File: src/rtl/matmul_tile_scheduler.sv
// Tile sequencer for the systolic matmul datapath. It walks every output tile
// in row-major order, issues the BRAM reads for each inner-dimension step,
// waits for the accumulated tile, and hands it downstream with valid/ready.
module matmul_tile_scheduler #(
    parameter int BLOCK_SIZE        = 2,
    parameter int INNER_DIMENSION   = 4,
    parameter int I_OUTER_DIMENSION = 8,
    parameter int W_OUTER_DIMENSION = 6,
    parameter int NUM_CORES         = 2,
    parameter int ADDR_WIDTH_I      = 3,
    parameter int ADDR_WIDTH_W      = 3,
    parameter int CNT_WIDTH         = 16
) (
    input  logic                    clk,
    input  logic                    rst,
    input  logic                    start,
    output logic                    busy,
    output logic                    done,
    output logic                    in_enb,
    output logic [ADDR_WIDTH_I-1:0] in_addrb,
    output logic                    wb_enb,
    output logic [ADDR_WIDTH_W-1:0] wb_addrb,
    output logic                    core_en,
    output logic                    core_load,
    input  logic                    core_step_done,
    input  logic                    core_acc_valid,
    output logic                    acc_clr,
    output logic                    out_valid,
    input  logic                    out_ready,
    output logic [CNT_WIDTH-1:0]    out_row,
    output logic [CNT_WIDTH-1:0]    out_col,
    output logic [CNT_WIDTH-1:0]    tiles_done,
    output logic                    protocol_err
);

    localparam int K_STEPS   = INNER_DIMENSION / BLOCK_SIZE;
    localparam int ROW_TILES = I_OUTER_DIMENSION / (BLOCK_SIZE * NUM_CORES);
    localparam int COL_TILES = W_OUTER_DIMENSION / BLOCK_SIZE;

    localparam logic [CNT_WIDTH-1:0] K_LAST   = CNT_WIDTH'(K_STEPS - 1);
    localparam logic [CNT_WIDTH-1:0] ROW_LAST = CNT_WIDTH'(ROW_TILES - 1);
    localparam logic [CNT_WIDTH-1:0] COL_LAST = CNT_WIDTH'(COL_TILES - 1);
    localparam logic [CNT_WIDTH-1:0] K_MUL    = CNT_WIDTH'(K_STEPS);
    localparam logic [CNT_WIDTH-1:0] ONE      = CNT_WIDTH'(1);

    typedef enum logic [2:0] {
        S_IDLE,
        S_FETCH,
        S_LOAD,
        S_WAIT_STEP,
        S_WAIT_ACC,
        S_OUTPUT,
        S_CLEAR,
        S_DONE
    } state_t;

    state_t                  state_q, state_d;
    logic [CNT_WIDTH-1:0]    k_q, k_d;
    logic [CNT_WIDTH-1:0]    row_q, row_d;
    logic [CNT_WIDTH-1:0]    col_q, col_d;
    logic [CNT_WIDTH-1:0]    tiles_q, tiles_d;
    logic                    acc_seen_q, acc_seen_d;
    logic                    err_q, err_d;

    logic                    busy_q, done_q, in_enb_q, wb_enb_q;
    logic                    core_en_q, core_load_q, acc_clr_q, out_valid_q;
    logic [ADDR_WIDTH_I-1:0] in_addrb_q;
    logic [ADDR_WIDTH_W-1:0] wb_addrb_q;

    // Next-state, counter and error-flag logic.
    always_comb begin
        state_d    = state_q;
        k_d        = k_q;
        row_d      = row_q;
        col_d      = col_q;
        tiles_d    = tiles_q;
        acc_seen_d = acc_seen_q;
        err_d      = err_q;

        // Stray core pulses only raise the sticky error; the FSM ignores them.
        if (core_step_done && state_q != S_WAIT_STEP) begin
            err_d = 1'b1;
        end
        if (core_acc_valid && state_q != S_WAIT_STEP && state_q != S_WAIT_ACC) begin
            err_d = 1'b1;
        end

        case (state_q)
            S_IDLE: begin
                if (start) begin
                    state_d    = S_FETCH;
                    k_d        = '0;
                    row_d      = '0;
                    col_d      = '0;
                    tiles_d    = '0;
                    acc_seen_d = 1'b0;
                end
            end
            S_FETCH: state_d = S_LOAD;
            S_LOAD:  state_d = S_WAIT_STEP;
            S_WAIT_STEP: begin
                if (core_step_done) begin
                    if (k_q != K_LAST) begin
                        k_d     = k_q + ONE;
                        state_d = S_FETCH;
                    end else begin
                        k_d        = '0;
                        state_d    = S_WAIT_ACC;
                        // Result may arrive together with the last step.
                        acc_seen_d = core_acc_valid;
                    end
                end
            end
            S_WAIT_ACC: begin
                if (acc_seen_q || core_acc_valid) begin
                    acc_seen_d = 1'b0;
                    state_d    = S_OUTPUT;
                end
            end
            S_OUTPUT: begin
                if (out_ready) begin
                    tiles_d = tiles_q + ONE;
                    state_d = S_CLEAR;
                end
            end
            S_CLEAR: begin
                if (row_q == ROW_LAST && col_q == COL_LAST) begin
                    state_d = S_DONE;
                end else begin
                    state_d = S_FETCH;
                    if (col_q == COL_LAST) begin
                        col_d = '0;
                        row_d = row_q + ONE;
                    end else begin
                        col_d = col_q + ONE;
                    end
                end
            end
            S_DONE:  state_d = S_IDLE;
            default: state_d = S_IDLE;
        endcase
    end

    // State, counters and registered outputs decoded from the next state.
    always_ff @(posedge clk) begin
        if (rst) begin
            state_q     <= S_IDLE;
            k_q         <= '0;
            row_q       <= '0;
            col_q       <= '0;
            tiles_q     <= '0;
            acc_seen_q  <= 1'b0;
            err_q       <= 1'b0;
            busy_q      <= 1'b0;
            done_q      <= 1'b0;
            in_enb_q    <= 1'b0;
            wb_enb_q    <= 1'b0;
            in_addrb_q  <= '0;
            wb_addrb_q  <= '0;
            core_en_q   <= 1'b0;
            core_load_q <= 1'b0;
            acc_clr_q   <= 1'b0;
            out_valid_q <= 1'b0;
        end else begin
            state_q     <= state_d;
            k_q         <= k_d;
            row_q       <= row_d;
            col_q       <= col_d;
            tiles_q     <= tiles_d;
            acc_seen_q  <= acc_seen_d;
            err_q       <= err_d;
            busy_q      <= (state_d != S_IDLE) && (state_d != S_DONE);
            done_q      <= (state_d == S_DONE);
            in_enb_q    <= (state_d == S_FETCH);
            wb_enb_q    <= (state_d == S_FETCH);
            if (state_d == S_FETCH) begin
                in_addrb_q <= ADDR_WIDTH_I'(k_d + K_MUL * row_d);
                wb_addrb_q <= ADDR_WIDTH_W'(k_d + K_MUL * col_d);
            end
            core_en_q   <= (state_d == S_FETCH) || (state_d == S_LOAD) ||
                           (state_d == S_WAIT_STEP) || (state_d == S_WAIT_ACC);
            core_load_q <= (state_d == S_LOAD);
            acc_clr_q   <= (state_d == S_CLEAR);
            out_valid_q <= (state_d == S_OUTPUT);
        end
    end

    assign busy         = busy_q;
    assign done         = done_q;
    assign in_enb       = in_enb_q;
    assign in_addrb     = in_addrb_q;
    assign wb_enb       = wb_enb_q;
    assign wb_addrb     = wb_addrb_q;
    assign core_en      = core_en_q;
    assign core_load    = core_load_q;
    assign acc_clr      = acc_clr_q;
    assign out_valid    = out_valid_q;
    assign out_row      = row_q;
    assign out_col      = col_q;
    assign tiles_done   = tiles_q;
    assign protocol_err = err_q;

endmodule
File: config.mk
export PLATFORM = sky130hd
export DESIGN_NAME = matmul_tile_scheduler
export DESIGN_NICKNAME = d
export VERILOG_FILES = /design/src/rtl/matmul_tile_scheduler.sv
export SDC_FILE = /design/constraint.sdc
export NUM_CORES = 1
export LEC_CHECK = 0
export ABC_AREA = 1
export CAP_MARGIN = 20
export CORE_MARGIN = 2
export CORE_UTILIZATION = 30
export CTS_CLUSTER_DIAMETER = 200
export DETAILED_ROUTE_END_ITERATION = 10
export GPL_TIMING_DRIVEN = 0
export REMOVE_ABC_BUFFERS = 1
export SYNTH_ARGS = -nofsm -noshare
export SYNTH_HDL_FRONTEND = slang
export SYNTH_SLANG_ARGS = --single-unit
File: constraint.sdc
create_clock -name clk -period 3.3 [get_ports clk]
set_input_delay 0.66 -clock clk [delete_from_list [all_inputs] [get_ports clk]]
set_output_delay 0.66 -clock clk [all_outputs]
set_load 0.05 [all_outputs]
## Word-level counts from Yosys, hierarchy flattened

Index checks and enable logic that the tools add are counted.

- Multiplexer cells: 29
- Equality and inequality tests: 27
- $add $sub $neg: 6
- Reductions and logical operators: 19

Operators by type and width:

| operator | count |
|---|---|
| 2-to-1 mux 16 bit | 11 |
| one-hot mux 16 bit (2 select lines) | 4 |
| adder 16 x 1 -> 16 bit (second input constant) | 4 |
| == test 3 bit (second input constant) | 8 |
| one-hot mux 3 bit (8 select lines) | 1 |
| 2-to-1 mux 3 bit | 6 |
| == test 16 x 1 -> 1 bit (second input constant) | 1 |
| == test 16 x 2 -> 1 bit (second input constant) | 1 |
| != test 16 x 1 -> 1 bit (second input constant) | 1 |
| != test 2 bit (second input constant) | 7 |
| == test 3 x 2 -> 1 bit (second input constant) | 4 |
| adder 3 bit | 2 |
| == test 3 x 1 -> 1 bit (second input constant) | 2 |
| 2-to-1 mux 1 bit | 6 |
| != test 3 bit (second input constant) | 2 |
| AND reduction 3 bit | 2 |
| nonzero test 2 bit | 3 |
| nonzero test 3 bit | 2 |
| logical AND 1 bit | 5 |
| AND reduction 5 bit | 1 |
| logical OR 1 bit | 4 |
| AND reduction 4 bit | 1 |
| logical NOT 3 bit | 1 |
| != test 3 x 2 -> 1 bit (second input constant) | 1 |
| one-hot mux 1 bit (3 select lines) | 1 |

- Output and inout bits: 63
- Word-level logic and storage cells: 99
- Flip-flop bits (word level): 82
- Input bits: 6

## Depth between registers and ports, before layout

Gate-level depths: netlist of the first run.

- Depth after elaboration: 8
- Gate-level depth with buffers: 18
- Gate-level depth less buffers: 17

## Worst setup path before layout of the first run

Ideal clock, no wire load.

- Kind: flip-flop to flip-flop
- Start: register col_q[0] (netlist: out_col[0])
- End: register in_addrb_q[2] (netlist: in_addrb[2])
- Buffers on the path: 1
- Setup slack: 767 ps
- Required time: 3191 ps
- Arrival time: 2424 ps
- Setup time: 109 ps
- Stages on the path, launching flop included: 18
- Period minus slack after synthesis: 2533 ps
- Cell sequence: dfxtp_1 > inv_1 > ha_1 > nand2_1 > nor2_1 > nand2_1 > nor2_4 > nor2_4 > nand2_1 > buf_4 > nand2_1 > nand2_1 > ha_1 > nand3b_1 > nand3_1 > nand3_1 > nand2_1 > inv_1

- Cells in the longest elaborated chain, start to end: 5
- Elaborated cells between the ends (all ways): 9
- Those cells by class: add/sub (1); eq/ne (2); mux (5); reduce/logical (1)

RTL lines:

| what | line | source |
|---|---|---|
| start: declaration | 60 | `logic [CNT_WIDTH-1:0] col_q, col_d;` |
| start signal: assignment | 168 | `col_q <= col_d;` |
| == test 16 x 2 -> 1 bit * | 127, 131 |  |
| 2-to-1 mux 16 bit / logical AND 1 bit (equally long branches) | 131, 127 |  |
| 2-to-1 mux 16 bit * | 127 | `if (row_q == ROW_LAST && col_q == COL_LAST) begin` |
| one-hot mux 16 bit (2 select lines) * | 88 | `case (state_q)` |
| net row_d[0] | 59 | `logic [CNT_WIDTH-1:0] row_q, row_d;` |
| adder 3 bit * | 177 | `in_addrb_q <= ADDR_WIDTH_I'(k_d + K_MUL * row_d);` |
| end signal: assignment | 177 |  |
| end: declaration | 67 | `logic [ADDR_WIDTH_I-1:0] in_addrb_q;` |

Mark *: on every way through the listed nets, which the timed path passes. The rest lies on a longest branch. The select of a mux whose other input is x is not followed.
A chain may end at the register's enable or synchronous reset.

==> results.txt, run 1 <==
skew final -> 8.30 ps
Die X -> 128 um
Tcrit/Tclk final -> 91.4%
fill count -> 1603
GRT Total Usage -> 15.3%
unrepaired setup endpoints after global routing -> false
ys async rst share -> 0%
Lkg Pwr -> 2.22 nW
Synth Register Bits -> 81
crit path kind -> primary input to register
Yosys top cell area share -> 35.2%
crit start category -> primary input
initial drt markers -> 306
CTS tree -> done
Hold Crit Class -> register to register
Synth area leaders -> dfxtp_1 (35%), nand2_1 (13%), nor2_1 (8.3%)
vias in the first global route -> 4124
clock tree buffer depth -> 2
met1 usage -> 20.4%
Crit Reg-Reg Startpoint -> out_col[0]$_SDFF_PP0_
met2 Usage GRT -> 24.1%
PortBufs -> 68
global route hottest layer -> met2
CTS clk-pin slew, worst paths -> 60 ps
Post-CTS Setup Inserts -> 0
largest area contributor in the netlist -> dfxtp_1
DR pass1 iterations -> 7
crit path DAT -> 3290 ps
latest clock arrival within the worst-skew pair -> 350 ps
Fmax achieved -> 0.332 GHz
syn avg cell area -> 6.75 sq um
Slew Limit Fails -> 0
CTS H-Tree Depth -> 3
DP HPWL -> 9.06 mm
number of nets in the layout -> 764
total number of yosys warnings -> 0
share of layout cells above drive strength 1 -> 7.57%
clock root buffer -> clkbuf_16
Chip Height -> 128 um
GRT overflow -> 0
CTS Hold Buffers Added -> 0
CP endpoint kind -> register
worst-margin pin slew -> 641 ps
Diodes inserted -> 0
Final Routed Wirelength -> 12.2 mm
die footprint -> 16400 sq um
antenna-violating nets left -> 0
antenna violations before repair -> 0
maximum fanout along the worst path -> 23
via/cell ratio -> 4.80
sequential element share of the synthesized area -> 35.2%
Starting Density -> 30.5%
Area after DPL -> 5470 sq um
relative slew slack -> 56.9%
DR DRC count -> 0
WP data required -> 3570 ps
CTS resizes -> 0
area grow syn2layout -> 25.5%
synthesized instance count -> 682
Cell Area, Synth -> 4610 sq um
final instance area -> 5780 sq um
CP startpoint -> rst
met3 Use GR -> 4.17%
FP Rows -> 45
Num CTS Buffers -> 9
Worst VDD drop -> 0.250 mV
WL per Instance -> 12.9 um
Vias -> 4515
final hold violations -> 0
status -> finished, final reports clean
first-pass GRT wire length -> 20.1 mm
post-synthesis cell type count -> 46
Post-synth top flop -> dfxtp_1
# IOs -> 69
post-layout util -> 38.3%
final setup vio count -> 0
final critical-path required period -> 3020 ps
Max-Cap Viols -> 0
GP Congestion -> 0.889
Min-Delay Startpoint -> wb_addrb[1]$_SDFFE_PP0P_
Post-synth EDFFs -> 0
core area -> 15100 sq um
CTS sink cnt -> 81
largest net degree at the start of global routing -> 24
pwr dens -> 419 nW/um^2
[path summary, 6_finish.rpt]
kind                                endpoint  slack (ps)  cells after the start
setup / recovery  tiles_done[8]$_SDFFE_PP0P_         280                      7
hold / removal      wb_addrb[1]$_SDFFE_PP0P_         480                      2
setup reg to reg    in_addrb[2]$_SDFFE_PP0P_         590                     16
hold reg to reg     wb_addrb[1]$_SDFFE_PP0P_         480                      2
[placed cells by master (no fill, tap or decap), drive strengths merged, types with 2 or more instances in the layout]
cell type and count:
o21bai 3, inv 78, o22ai 3, dfxtp 81, or2 4, a31oi 3, nor2 111, a2bb2oi 2
o21ai 24, nor4 11, clkdlybuf4s50 68, ha 9, nand2 166, xnor2 2, a21oi 47, xor2 9
a211oi 4, clkbuf 13, o211a 2, nand4 22, nor3 29, nor3b 4, nand3 49, clkinv 2
nand3b 3
[area by class of cell]
class	instances	area, sq um	area share (%)
Timing Repair Buffer	69	696	12.0
Multi-Input combinational cell	509	2610	45.1
Clock buffer	13	280	4.85
Tap cell	188	235	4.07
Sequential cell	81	1620	28.1
Clock inverter	2	35.0	0.606
Inverter	79	307	5.30
[cell usage after synthesis, types with 3 or more instances]
cell,number
a211oi_1,4
a21oi_1,47
a31oi_1,3
buf_2,3
buf_4,5
clkbuf_1,5
dfxtp_1,81
ha_1,9
inv_1,71
inv_2,5
nand2_1,155
nand2_2,8
nand2_4,3
nand3_1,46
nand4_1,21
nor2_1,102
nor2_2,3
nor2_4,5
nor3_1,27
nor3b_1,4
nor4_1,11
o21ai_0,21
o22ai_1,3
or2_2,3
xor2_1,9
[worst max-delay path, stage by stage]
cell             delay [ps]
clkdlybuf4s50_1         700
buf_8                   310
inv_1                   430
nand2_1                 350
inv_1                   430
o21ai_0                 230
a2bb2oi_1               160
[flip-flops by register name (all words and copies together) (netlist names)]
name and flops:
in_addrb 3, wb_enb 1, tiles_done 16, wb_addrb 2
out_valid 1, busy 1, core_load 1, protocol_err 1
core_en 1, out_col 16, acc_clr 1, k_q 16
done 1, acc_seen_q 1, out_row 16, state_q 3
[kinds of logic after synthesis]
kind of cell / count (synthesis) / share of synthesized area (%)
buffers and inverters: 92 / 8.20
xor gates and xnor gates: 11 / 2.09
DFF: 81 / 35.2
and+or+nand+nor: 401 / 41.2
adders and majority gates: 9 / 2.45
AOI/OAI and AO/OA: 88 / 10.9
[metrics by stage]
step,total power [mW],cells,setup WS [ps],setup TNS [ps],hold WS (ps)
final,2.42,941,284,0,478
after global routing,2.53,941,36.7,0,511
after CTS,2.46,941,254,0,482
after detailed placement,1.39,926,-107,-344,463
after global placement,1.39,925,-697,-12710,465
after floorplan,1.28,669,776,0,481
[report_power, final]
group / total (mW) / internal [mW] / leakage (nW) / switching, mW
Clock: 1.06 / 0.663 / 0.158 / 0.396
Combinational: 0.344 / 0.0980 / 1.40 / 0.246
Sequential: 1.02 / 0.999 / 0.655 / 0.0215
[layer usage]
metal	routed length [um]	share of wire, %	up-vias
met5	0	0	-
met4	191	1.6	0
met3	547	4.5	17
met2	5430	45	99
met1	6000	49	2010
li1	-	-	2389
(Power assumes the default switching activity.)
==> inputs of run 2 (changes only) <==
--- a/config.mk
+++ b/config.mk
@@ -11,8 +11,10 @@
 export CORE_UTILIZATION = 30
 export CTS_CLUSTER_DIAMETER = 200
 export DETAILED_ROUTE_END_ITERATION = 10
+export DONT_BUFFER_PORTS = 1
 export GPL_TIMING_DRIVEN = 0
 export REMOVE_ABC_BUFFERS = 1
+export SLEW_MARGIN = 20
 export SYNTH_ARGS = -nofsm -noshare
 export SYNTH_HDL_FRONTEND = slang
 export SYNTH_SLANG_ARGS = --single-unit
==> run 2 against run 1 <==
Critical path depth rose by 9. Sequential power rose by 6%. First-iteration DRC count fell by 14%. Maximum frequency fell by 1.7%. Critical path type is now register to register. Largest cell class unchanged.
==> results.txt, run 2 (same netlist as run 1, synthesis figures left out) <==
Chip Height -> 128 um
Hold Crit Class -> primary input to register
die footprint -> 16400 sq um
GRT overflow -> 0
commonest non-fill, non-tap cell in the layout -> nand2_1
CTS tree -> done
Flop pwr share -> 42.3%
Num CTS Buffers -> 9
Vias -> 4299
fill count -> 1665
crit path DAT -> 3310 ps
number of nets in the layout -> 695
WP data required -> 3540 ps
CTS resizes -> 0
final hold violations -> 0
Slew Limit Fails -> 0
area grow syn2layout -> 11.6%
largest net degree at the start of global routing -> 34
Final Routed Wirelength -> 11.9 mm
GRT Total Usage -> 15.1%
worst-margin pin slew -> 980 ps
skew final -> 7.27 ps
Tcrit/Tclk final -> 93.0%
most frequent cells in the layout -> nand2_1 (155), nor2_1 (102), dfxtp_1 (79)
DR DRC count -> 0
Int Pwr -> 1.88 mW
clock tree buffer depth -> 2
Min-Delay Startpoint -> rst
via/cell ratio -> 4.92
final critical-path required period -> 3070 ps
antenna-violating nets left -> 0
first-pass GRT wire length -> 19.7 mm
unrepaired setup endpoints after global routing -> false
status -> finished, final reports clean
Crit Reg-Reg Startpoint -> out_row[0]$_SDFF_PP0_
Psw -> 0.680 mW
RR Endpoint -> in_addrb[2]$_SDFFE_PP0P_
initial drt markers -> 263
CTS H-Tree Depth -> 3
CTS sink cnt -> 81
crit path kind -> register to register
Diodes inserted -> 0
core area -> 15100 sq um
WL per Instance -> 13.7 um
DR pass1 iterations -> 5
Comb pwr share -> 9.2%
CP max stage delay -> 740 ps
share of layout cells above drive strength 1 -> 8.61%
# IOs -> 69
Fmax achieved -> 0.326 GHz
final setup vio count -> 0
Worst path slowest cell -> dfxtp_1
power share of the clock group -> 48.6%
Max-Cap Viols -> 0
Area after DPL -> 4770 sq um
latest clock arrival within the worst-skew pair -> 350 ps
Worst Hold Path EP -> out_row[1]$_SDFF_PP0_
Starting Density -> 30.5%
crit start category -> register
pwr dens -> 498 nW/um^2
FF/Latch Area -> 1620 sq um
Worst path most repeated cell -> nand2_1
post-layout util -> 34.1%
PortBufs -> 0
switching share of total power -> 26.6%
Worst VDD drop -> 0.300 mV
area of the multi-input gates -> 2610 sq um
antenna violations before repair -> 0
Lkg Pwr -> 1.99 nW
maximum fanout along the worst path -> 11
final instance area -> 5140 sq um
CTS Hold Buffers Added -> 0
CP endpoint kind -> register
GP Congestion -> 0.870
Die X -> 128 um
vias in the first global route -> 3893
Hold Crit Depth -> 1
CP Cell Sequence -> ha_1 > nand3_1 > nor2_1 > nand3_2 > nor2_4 > nor2_4 > nand2_1 > nand2_1 > nand2_1 > ha_1 > nand3b_1 > nand2_1 > nand2_1 > nand3_1 > nand2_1 > inv_1
FP Rows -> 45
worst reg2reg path depth -> 16
non-filler cells, final -> 873
CTS clk-pin slew, worst paths -> 60 ps
relative slew slack -> 34.6%
DP HPWL -> 8.94 mm
flop2flop setup slack -> 230 ps
placed cells -> 857
Fin Setup TNS -> 0 ps
Post-CTS Setup Inserts -> 0
clock root buffer -> clkbuf_16
run 2: cell count changes in the layout (fill, tap and decap cells not counted), sizes merged:
cell / change
bufinv: +3
clkbuf: -4
clkinvlp: +3
clkdlybuf4s50: -68
clkinv: -1
buf: -1
run 2: critical path, delay by kind of cell (launching register included):
| family | cells | cell delay, ps |
|---|---|---|
| fa+ha+maj | 2 | 490 |
| buf+inv | 1 | 30 |
| simple gates | 13 | 1700 |
| flops | 1 | 740 |
run 2: how the worst max path moves through the flow:
| stage | startpoint | to | slack (ps) | cells after the start |
|---|---|---|---|---|
| 4_1_cts | out_row[1]$_SDFF_PP0_ | in_addrb[2]$_SDFFE_PP0P_ | 130 | 16 |
| 2_1_floorplan | out_col[0]$_SDFF_PP0_ | in_addrb[2]$_SDFFE_PP0P_ | 780 | 16 |
| 5_1_grt | out_row[0]$_SDFF_PP0_ | in_addrb[2]$_SDFFE_PP0P_ | 30 | 16 |
| 6_report | out_row[0]$_SDFF_PP0_ | in_addrb[2]$_SDFFE_PP0P_ | 230 | 16 |
| 3_3_place_gp | out_col[0]$_SDFF_PP0_ | in_addrb[2]$_SDFFE_PP0P_ | 170 | 16 |
| 3_5_place_dp | out_row[1]$_SDFF_PP0_ | in_addrb[2]$_SDFFE_PP0P_ | 140 | 16 |
run 2: area by class of cell:
class / instances / share of cell area [%]
multi-input cells: 509 / 50.7
clock buffers: 9 / 4.38
flip-flops and latches: 81 / 31.6
inverters: 79 / 5.96
well taps: 188 / 4.58
clock inverters: 7 / 2.78
run 2: per-layer routing:
layer / share of wire, % / global-route usage [%]
met5: 0 / 0
met1: 48 / 19.8
met4: 1.5 / 4.01
met3: 6.6 / 5.76
met2: 44 / 23.2
run 2: stage by stage:
step | worst slack [ps] | hold slack (ps) | power [mW]
floorplan | 776 | 481 | 1.28
CTS | 127 | 366 | 2.59
global placement | 166 | 500 | 1.34
finish | 233 | 382 | 2.56
global route | 31.3 | 363 | 2.67
detailed placement | 144 | 509 | 1.34
run 2: power by group through the flow:
stage | registers (mW) | clock network (mW) | logic (mW)
finish | 1.08 | 1.24 | 0.235
global route | 1.08 | 1.32 | 0.265
CTS | 1.08 | 1.27 | 0.237
global placement | 1.11 | 0 | 0.235
detailed placement | 1.11 | 0 | 0.236
floorplan | 1.10 | 0 | 0.181
